<file path="src/rtl/adbg_crc_pkg.sv">
// Shared constants and FSM state type for the adbg CRC engine and its helpers.
package adbg_crc_pkg;

   localparam logic [31:0] CRC32_POLY_REFL       = 32'hEDB88320;
   localparam logic [31:0] CRC32_INIT            = 32'hFFFFFFFF;
   localparam logic [15:0] CRC16_CCITT_POLY_REFL = 16'h8408;

   typedef enum logic {
      IDLE  = 1'b0,
      SHIFT = 1'b1
   } crc_state_t;

endpackage

</file>
<file path="src/rtl/adbg_crc_step.sv">
// Combinational reflected CRC update: absorbs DATA_W bits, data_i[0] first.
module adbg_crc_step #(
   parameter int          CRC_W  = 32,
   parameter logic [31:0] POLY   = 32'hEDB88320,
   parameter int          DATA_W = 1
) (
   input  logic [CRC_W-1:0]  crc_i,
   input  logic [DATA_W-1:0] data_i,
   output logic [CRC_W-1:0]  crc_o
);

   localparam logic [CRC_W-1:0] POLY_W = POLY[CRC_W-1:0];

   logic [CRC_W-1:0] c;

   always_comb begin
      c = crc_i;
      for (int i = 0; i < DATA_W; i++) begin
         c = (c >> 1) ^ ((c[0] ^ data_i[i]) ? POLY_W : '0);
      end
      crc_o = c;
   end

endmodule

</file>
<file path="src/rtl/adbg_crc_engine.sv">
// Parametrised CRC engine with saturating bit counter, residue match and a
// counted serial shift-out of the register (LSB first).
module adbg_crc_engine
   import adbg_crc_pkg::*;
#(
   parameter int          CRC_W   = 32,
   parameter logic [31:0] POLY    = CRC32_POLY_REFL,
   parameter logic [31:0] INIT    = CRC32_INIT,
   parameter logic [31:0] RESIDUE = 32'h00000000,
   parameter int          DATA_W  = 1,
   parameter int          CNT_W   = 16
) (
   input  logic              clk,
   input  logic              rst,
   input  logic              clr,
   input  logic              enable,
   input  logic [DATA_W-1:0] data_i,
   input  logic              start_shift,
   output logic [CRC_W-1:0]  crc_out,
   output logic              crc_match,
   output logic              serial_out,
   output logic              shift_busy,
   output logic              shift_done,
   output logic [CNT_W-1:0]  bit_count,
   output logic              overrun
);

   localparam int               SC_W    = $clog2(CRC_W);
   localparam logic [CRC_W-1:0] INIT_W  = INIT[CRC_W-1:0];
   localparam logic [CRC_W-1:0] RES_W   = RESIDUE[CRC_W-1:0];
   localparam logic [CNT_W:0]   CNT_INC = (CNT_W+1)'(DATA_W);

   crc_state_t       state_q, state_d;
   logic [CRC_W-1:0] crc_q, crc_d, crc_step;
   logic [SC_W-1:0]  scnt_q, scnt_d;
   logic [CNT_W-1:0] bcnt_q, bcnt_d, bcnt_sat;
   logic [CNT_W:0]   bsum;
   logic             ovr_q, ovr_d;
   logic             done_q, done_d;

   adbg_crc_step #(
      .CRC_W  (CRC_W),
      .POLY   (POLY),
      .DATA_W (DATA_W)
   ) u_step (
      .crc_i  (crc_q),
      .data_i (data_i),
      .crc_o  (crc_step)
   );

   // Extra carry bit detects wrap so the counter sticks at all ones.
   assign bsum     = {1'b0, bcnt_q} + CNT_INC;
   assign bcnt_sat = bsum[CNT_W] ? '1 : bsum[CNT_W-1:0];

   always_comb begin
      state_d = state_q;
      crc_d   = crc_q;
      scnt_d  = scnt_q;
      bcnt_d  = bcnt_q;
      ovr_d   = ovr_q;
      done_d  = 1'b0;
      if (clr) begin
         state_d = IDLE;
         crc_d   = INIT_W;
         scnt_d  = '0;
         bcnt_d  = '0;
         ovr_d   = 1'b0;
      end else begin
         case (state_q)
            IDLE: begin
               if (enable) begin
                  crc_d  = crc_step;
                  bcnt_d = bcnt_sat;
               end
               if (start_shift) begin
                  state_d = SHIFT;
                  scnt_d  = SC_W'(CRC_W-1);
               end
            end
            SHIFT: begin
               crc_d  = {1'b0, crc_q[CRC_W-1:1]};
               scnt_d = scnt_q - SC_W'(1);
               if (enable) ovr_d = 1'b1;
               if (scnt_q == '0) begin
                  state_d = IDLE;
                  done_d  = 1'b1;
               end
            end
            default: state_d = IDLE;
         endcase
      end
   end

   always_ff @(posedge clk or posedge rst) begin
      if (rst) begin
         state_q <= IDLE;
         crc_q   <= INIT_W;
         scnt_q  <= '0;
         bcnt_q  <= '0;
         ovr_q   <= 1'b0;
         done_q  <= 1'b0;
      end else begin
         state_q <= state_d;
         crc_q   <= crc_d;
         scnt_q  <= scnt_d;
         bcnt_q  <= bcnt_d;
         ovr_q   <= ovr_d;
         done_q  <= done_d;
      end
   end

   assign crc_out    = crc_q;
   assign crc_match  = (crc_q == RES_W);
   assign serial_out = crc_q[0];
   assign shift_busy = (state_q == SHIFT);
   assign shift_done = done_q;
   assign bit_count  = bcnt_q;
   assign overrun    = ovr_q;

endmodule

</file>
<file path="config.mk">
export PLATFORM = sky130hd
export DESIGN_NAME = adbg_crc_engine
export DESIGN_NICKNAME = d
export VERILOG_FILES = /design/src/rtl/adbg_crc_pkg.sv /design/src/rtl/adbg_crc_step.sv /design/src/rtl/adbg_crc_engine.sv
export SDC_FILE = /design/constraint.sdc
export NUM_CORES = 1
export LEC_CHECK = 0
export ABC_AREA = 1
export ABC_CLOCK_PERIOD_IN_PS = 3350
export BUFFER_PORTS_ARGS = -buffer_cell sky130_fd_sc_hd__buf_2
export CAP_MARGIN = 5
export CORE_ASPECT_RATIO = 1.2
export CORE_MARGIN = 8
export CORE_UTILIZATION = 38
export CTS_BUF_LIST = sky130_fd_sc_hd__clkbuf_8 sky130_fd_sc_hd__clkbuf_16
export CTS_CLUSTER_DIAMETER = 50
export DETAILED_ROUTE_END_ITERATION = 10
export HOLD_SLACK_MARGIN = 0.1
export PLACE_DENSITY = 0.56
export SETUP_SLACK_MARGIN = 0.2
export SLEW_MARGIN = 20
export SYNTH_ARGS = -nofsm -noshare
export SYNTH_HDL_FRONTEND = slang
export SYNTH_HIERARCHICAL = 1
export SYNTH_SLANG_ARGS = --single-unit
</file>
<file path="constraint.sdc">
create_clock -name clk -period 3.35 [get_ports clk]
set_input_delay 0.335 -clock clk [delete_from_list [all_inputs] [get_ports clk]]
set_output_delay 0.335 -clock clk [all_outputs]
set_load 0.03 [all_outputs]
</file>
* Yosys cells after proc, flatten, opt, wreduce, memory -nomap -nowiden *
Index checks and enable logic that the tools add are counted.

word-level totals
  flip-flop bits (word level) = 56
  output and inout port bits = 53
  logic and storage cells = 41

operators by class
  add/sub/neg operators = 2
  equality and inequality tests = 3
  muxes and demuxes = 21
  bitwise logic cells = 3
  reduce and logical (&&, ||, !) cells = 6

operators by type and width
  kind                   count
  $mux 32                3
  $mux 16                4
  $pmux 32 s2            1
  $logic_not 32->1       1
  $xor 31x32->32         1
  $add 16x1->17 const B  1
  $mux 5                 2
  $pmux 5 s2             1
  $mux 1                 9
  $ne 3x3->1 const B     2
  $logic_not 5->1        1
  $sub 5x1->5 const B    1
  $reduce_and 2->1       2
  $reduce_bool 2->1      2
  $ne 2x2->1 const B     1
  $pmux 1 s2             1
  $not 1->1              1
  $xor 1x1->1            1

* Longest topological paths before layout *
  depth in word-level cells = 6
  mapped depth = 10
  mapped depth without buffers = 9

* Cells and area by module *
The synthesis kept the hierarchy.

by module, submodules not included
  module           times used  cells each  area an instance (µm²)
  adbg_crc_engine  1           366         3,131.8
  adbg_crc_step    1           81          450.4

* Least setup slack after synthesis *
OpenSTA, ideal clock, no wires.

  kind = register to register
  start = register bcnt_q[1] (netlist: bit_count[1])
  end = register bcnt_q[10] (netlist: bit_count[10])
  data arrival time = 1,510 ps
  data required time = 3,284 ps
  path slack = 1,774 ps
  stages on the path, launching flop included = 11
  buffers on the path = 1
  period minus slack after synthesis = 1,576 ps
  path through = dfrtp_1 -> ha_1 -> nand3_2 -> inv_2 -> nand2_4 -> nor2_4 -> nand2_2 -> buf_6 -> nand3_1 -> nand2_1 -> nand2_1

on the way
  word-level cells in the longest chain between the ends = 5

ends and longest elaborated chain
  element                 line                    RTL
  start, declared         adbg_crc_engine.sv:36   logic [CNT_W-1:0] bcnt_q, bcnt_d, bcnt_sat;
  start signal, assigned  adbg_crc_engine.sv:106  bcnt_q <= bcnt_d;
  $add 16x1->17           adbg_crc_engine.sv:52   assign bsum = {1'b0, bcnt_q} + CNT_INC;
  $mux 16                 adbg_crc_engine.sv:53   assign bcnt_sat = bsum[CNT_W] ? '1 : bsum[CNT_W-1:0];
  $mux 16                 adbg_crc_engine.sv:71   if (enable) begin
  $mux 16                 adbg_crc_engine.sv:69   case (state_q)
  $mux 16                 adbg_crc_engine.sv:62   if (clr) begin

No other way between the ends. The select of a mux whose other input is x is not followed.
A chain may end at the register's enable or synchronous reset.

* Worst setup path in the final report *
  start = register crc_q[0] (netlist: crc_out[0])
  end = output crc_match

on the way
  word-level cells in the longest chain between the ends = 1

ends and longest elaborated chain
  element                 line                    RTL
  start, declared         adbg_crc_engine.sv:34   logic [CRC_W-1:0] crc_q, crc_d, crc_step;
  start signal, assigned  adbg_crc_engine.sv:104  crc_q <= crc_d;
  $logic_not 32->1        adbg_crc_engine.sv:113  assign crc_match = (crc_q == RES_W);
  end, declared           adbg_crc_engine.sv:20   output logic crc_match,

No other way between the ends.

==> metrics <==
routed wire length=~9 mm; critical path endpoint=crc_match; metal3 WL=around 400 um; Antenna Violating Nets Remaining=0; Max Clk Rate=531 MHz; routability cong.=0.765; estimated wirelength of the detail-placed design=about 6.1 mm; Reg2Reg Depth=4; Pins Over Slew Limit=0; CTS tree=built; CP most frequent cell=nor2_1; worst skew pair latency=~0.29 ns; P_leak=just under 2 nW; Worst Path Arrival=between 1.5 and 2 ns; clock root buffer=clkbuf_16; synth-to-layout area growth=8.07%; slowest cell on the critical path=dfstp_2; setup slack at placement=between 1.5 and 2 ns; WP data required=3.01 ns; H-tree levels=2; hold path startpoint=enable; HP Class=in -> reg; cts bufs inserted=5; CP Depth=6; Die Ht=around 120 um; Worst setup EP type=primary output; minimum clock period=between 1.5 and 2 ns; M1 WL=4.14 mm; Final Hold Slack=about 0.3 ns; row count=39; Worst R2R Start=shift_busy$_DFF_PP0_; nets=483; fill count=between 1000 and 1500; die area=about 13000 um2; io pins=59; Post-Place Cells=590; Starting Density=a little under two fifths; reg-to-reg critical path endpoint=scnt_q[2]$_DFFE_PP0P_; setup tns final=0 ns; Worst setup SP type=register; Synth Register Bits=56; crit path buf inv count=2; commonest non-fill, non-tap cell in the layout=nand2_1; Vias/cell=slightly above 5; run status=finished, final reports clean; PwrDens=around 490 nW/um2; Final Hold Viols=0; vias=3073; Post-DP Area=3710 um2; power after layout=between 1.5 and 2 mW; delay-heaviest family, CP=simple AND/OR/NAND/NOR gates; post-synth cell types=29; crit path from=crc_out[0]$_DFFE_PP1P_; wire per inst=14.8 um; # diodes=0; Setup CP Type=reg -> out; post-route cell area=3870 um2; Max Cap Viol=0; GRT Util Overall=between 10 and 15%; Die Wd=~100 um; sequential share of the synthesized area=between 40% and 50%; Final Util=41.3%; Max clock buf depth=2; CTS sink count=56; Core ar.=~9400 um2; Yosys warning count=6; DR pass1 iterations=4; first-iteration detailed-routing DRC count=168; post-synthesis cell area=3580 um2; PortBufs=between 50 and 60; final std cells w/o fill=~600; Max stage delay on crit path=0.40 ns; Slew @ Worst Pin=0.584 ns; worst path cell trace=inv_1, nand4_1, nor2_1, nand3_1, nor2_1, buf_2; vias in the first global route=between 3000 and 4000; worst setup margin=1.46 ns; first-pass GRT wire length=around 15 mm; Critical Path Fanout Max=6; gr ovfl total=0; post-synthesis net count=roughly 460; commonest non-fill, non-tap cells in the layout=nand2_1, inv_1, nand3_1, buf_2, dfstp_2; Remaining DRCs=0; Final setup viols=0; Post-Synthesis Cells=around 450; antenna violations before repair=0; Slew HR=61.0%; worst vdd ir=~0.24 mV; Syn Area/Cell=between 8 and 9 um2; top routing layer in use=met4; maximum number of pins on one net before global-route repair=47; share of layout cells above drive strength 1=~27%; wire length on met2=4.24 mm; CTS clk-pin slew, worst paths=~0.070 ns; RSZ-0062 raised after global routing=false; Tcrit/Tclk final=around 56%; clock skew=roughly 0.0057 ns; R2R Setup Slk=1.61 ns
cell families (layout without fill, tap and decap cells):
group	count (synthesis)	count (layout)	share of synthesized area, %
compound gates	73	73	14.0
xor+xnor	7	7	1.71
fa+ha+maj	2	2	0.698
buf+inv	104	133	15.7
flops	56	56	40.2
simple gates	205	205	27.6
layer usage:
metal	vias to the layer above	track usage, %
met1	1467	18.0
met3	6	3.41
met2	63	23.8
met5	-	0
li1	1537	-
met4	0	3.75
power by group:
part | switching [mW] | internal, mW | total, mW | leakage [nW]
combinational | 0.332 | 0.136 | 0.468 | 1.23
clock | 0.238 | 0.293 | 0.531 | 0.0795
sequential | 0.0911 | 0.789 | 0.880 | 0.663
total | 0.661 | 1.22 | 1.88 | 1.98
synthesized netlist by cell type, drive strengths merged:
master    n  area (um2)
o21ai    38         198
dfstp    32         841
buf      37         312
o221ai   31         284
xor2      7        61.3
clkbuf    2        7.51
a21oi     4        20.0
nor3      2        10.0
inv      65         244
ha        2        25.0
dfrtp    24         601
nor2     23         125
nand2   105         439
nand3    63         340
or2       1        6.26
nor4      4        25.0
nand4     7        43.8
worst reg2reg max path: stages (launching register included):
cell,delay (ns)
dfrtp_1,0.54
nor2_8,0.33
inv_2,0.31
or2_1,0.35
o21ai_1,0.14
state kept, by name, summed over array words and instances (netlist names):
register,count
shift_busy,1
shift_done,1
scnt_q,5
bit_count,16
overrun,1
crc_out,32
timing repair:
item | CTS | global route
hold endpoints to repair | 20 | 0
buffers inserted | 0 | 0
gates resized for setup | 0 | 0
hold buffers | 1 | 0
how the worst min path moves through the flow:
stage	cells past startpoint	to	slack, ns
after floorplan	1	overrun$_DFFE_PP0P_	0.40
after global placement	2	bit_count[1]$_DFFE_PP0P_	0.38
after detailed placement	2	bit_count[4]$_DFFE_PP0P_	0.39
after CTS	3	overrun$_DFFE_PP0P_	0.31
after global routing	3	overrun$_DFFE_PP0P_	0.33
final	3	overrun$_DFFE_PP0P_	0.31
area by class of cell:
type / count / area [um2] / area share [%]
sequential: 56 / 1440 / 37.2
tap: 123 / 154 / 3.98
clock inverter: 2 / 7.51 / 0.194
timing repair buffer: 60 / 308 / 7.95
inverter: 65 / 244 / 6.30
clock buffer: 6 / 139 / 3.59
multi-input combinational: 287 / 1580 / 40.8
No activity file was read; power rests on OpenSTA's default activity.
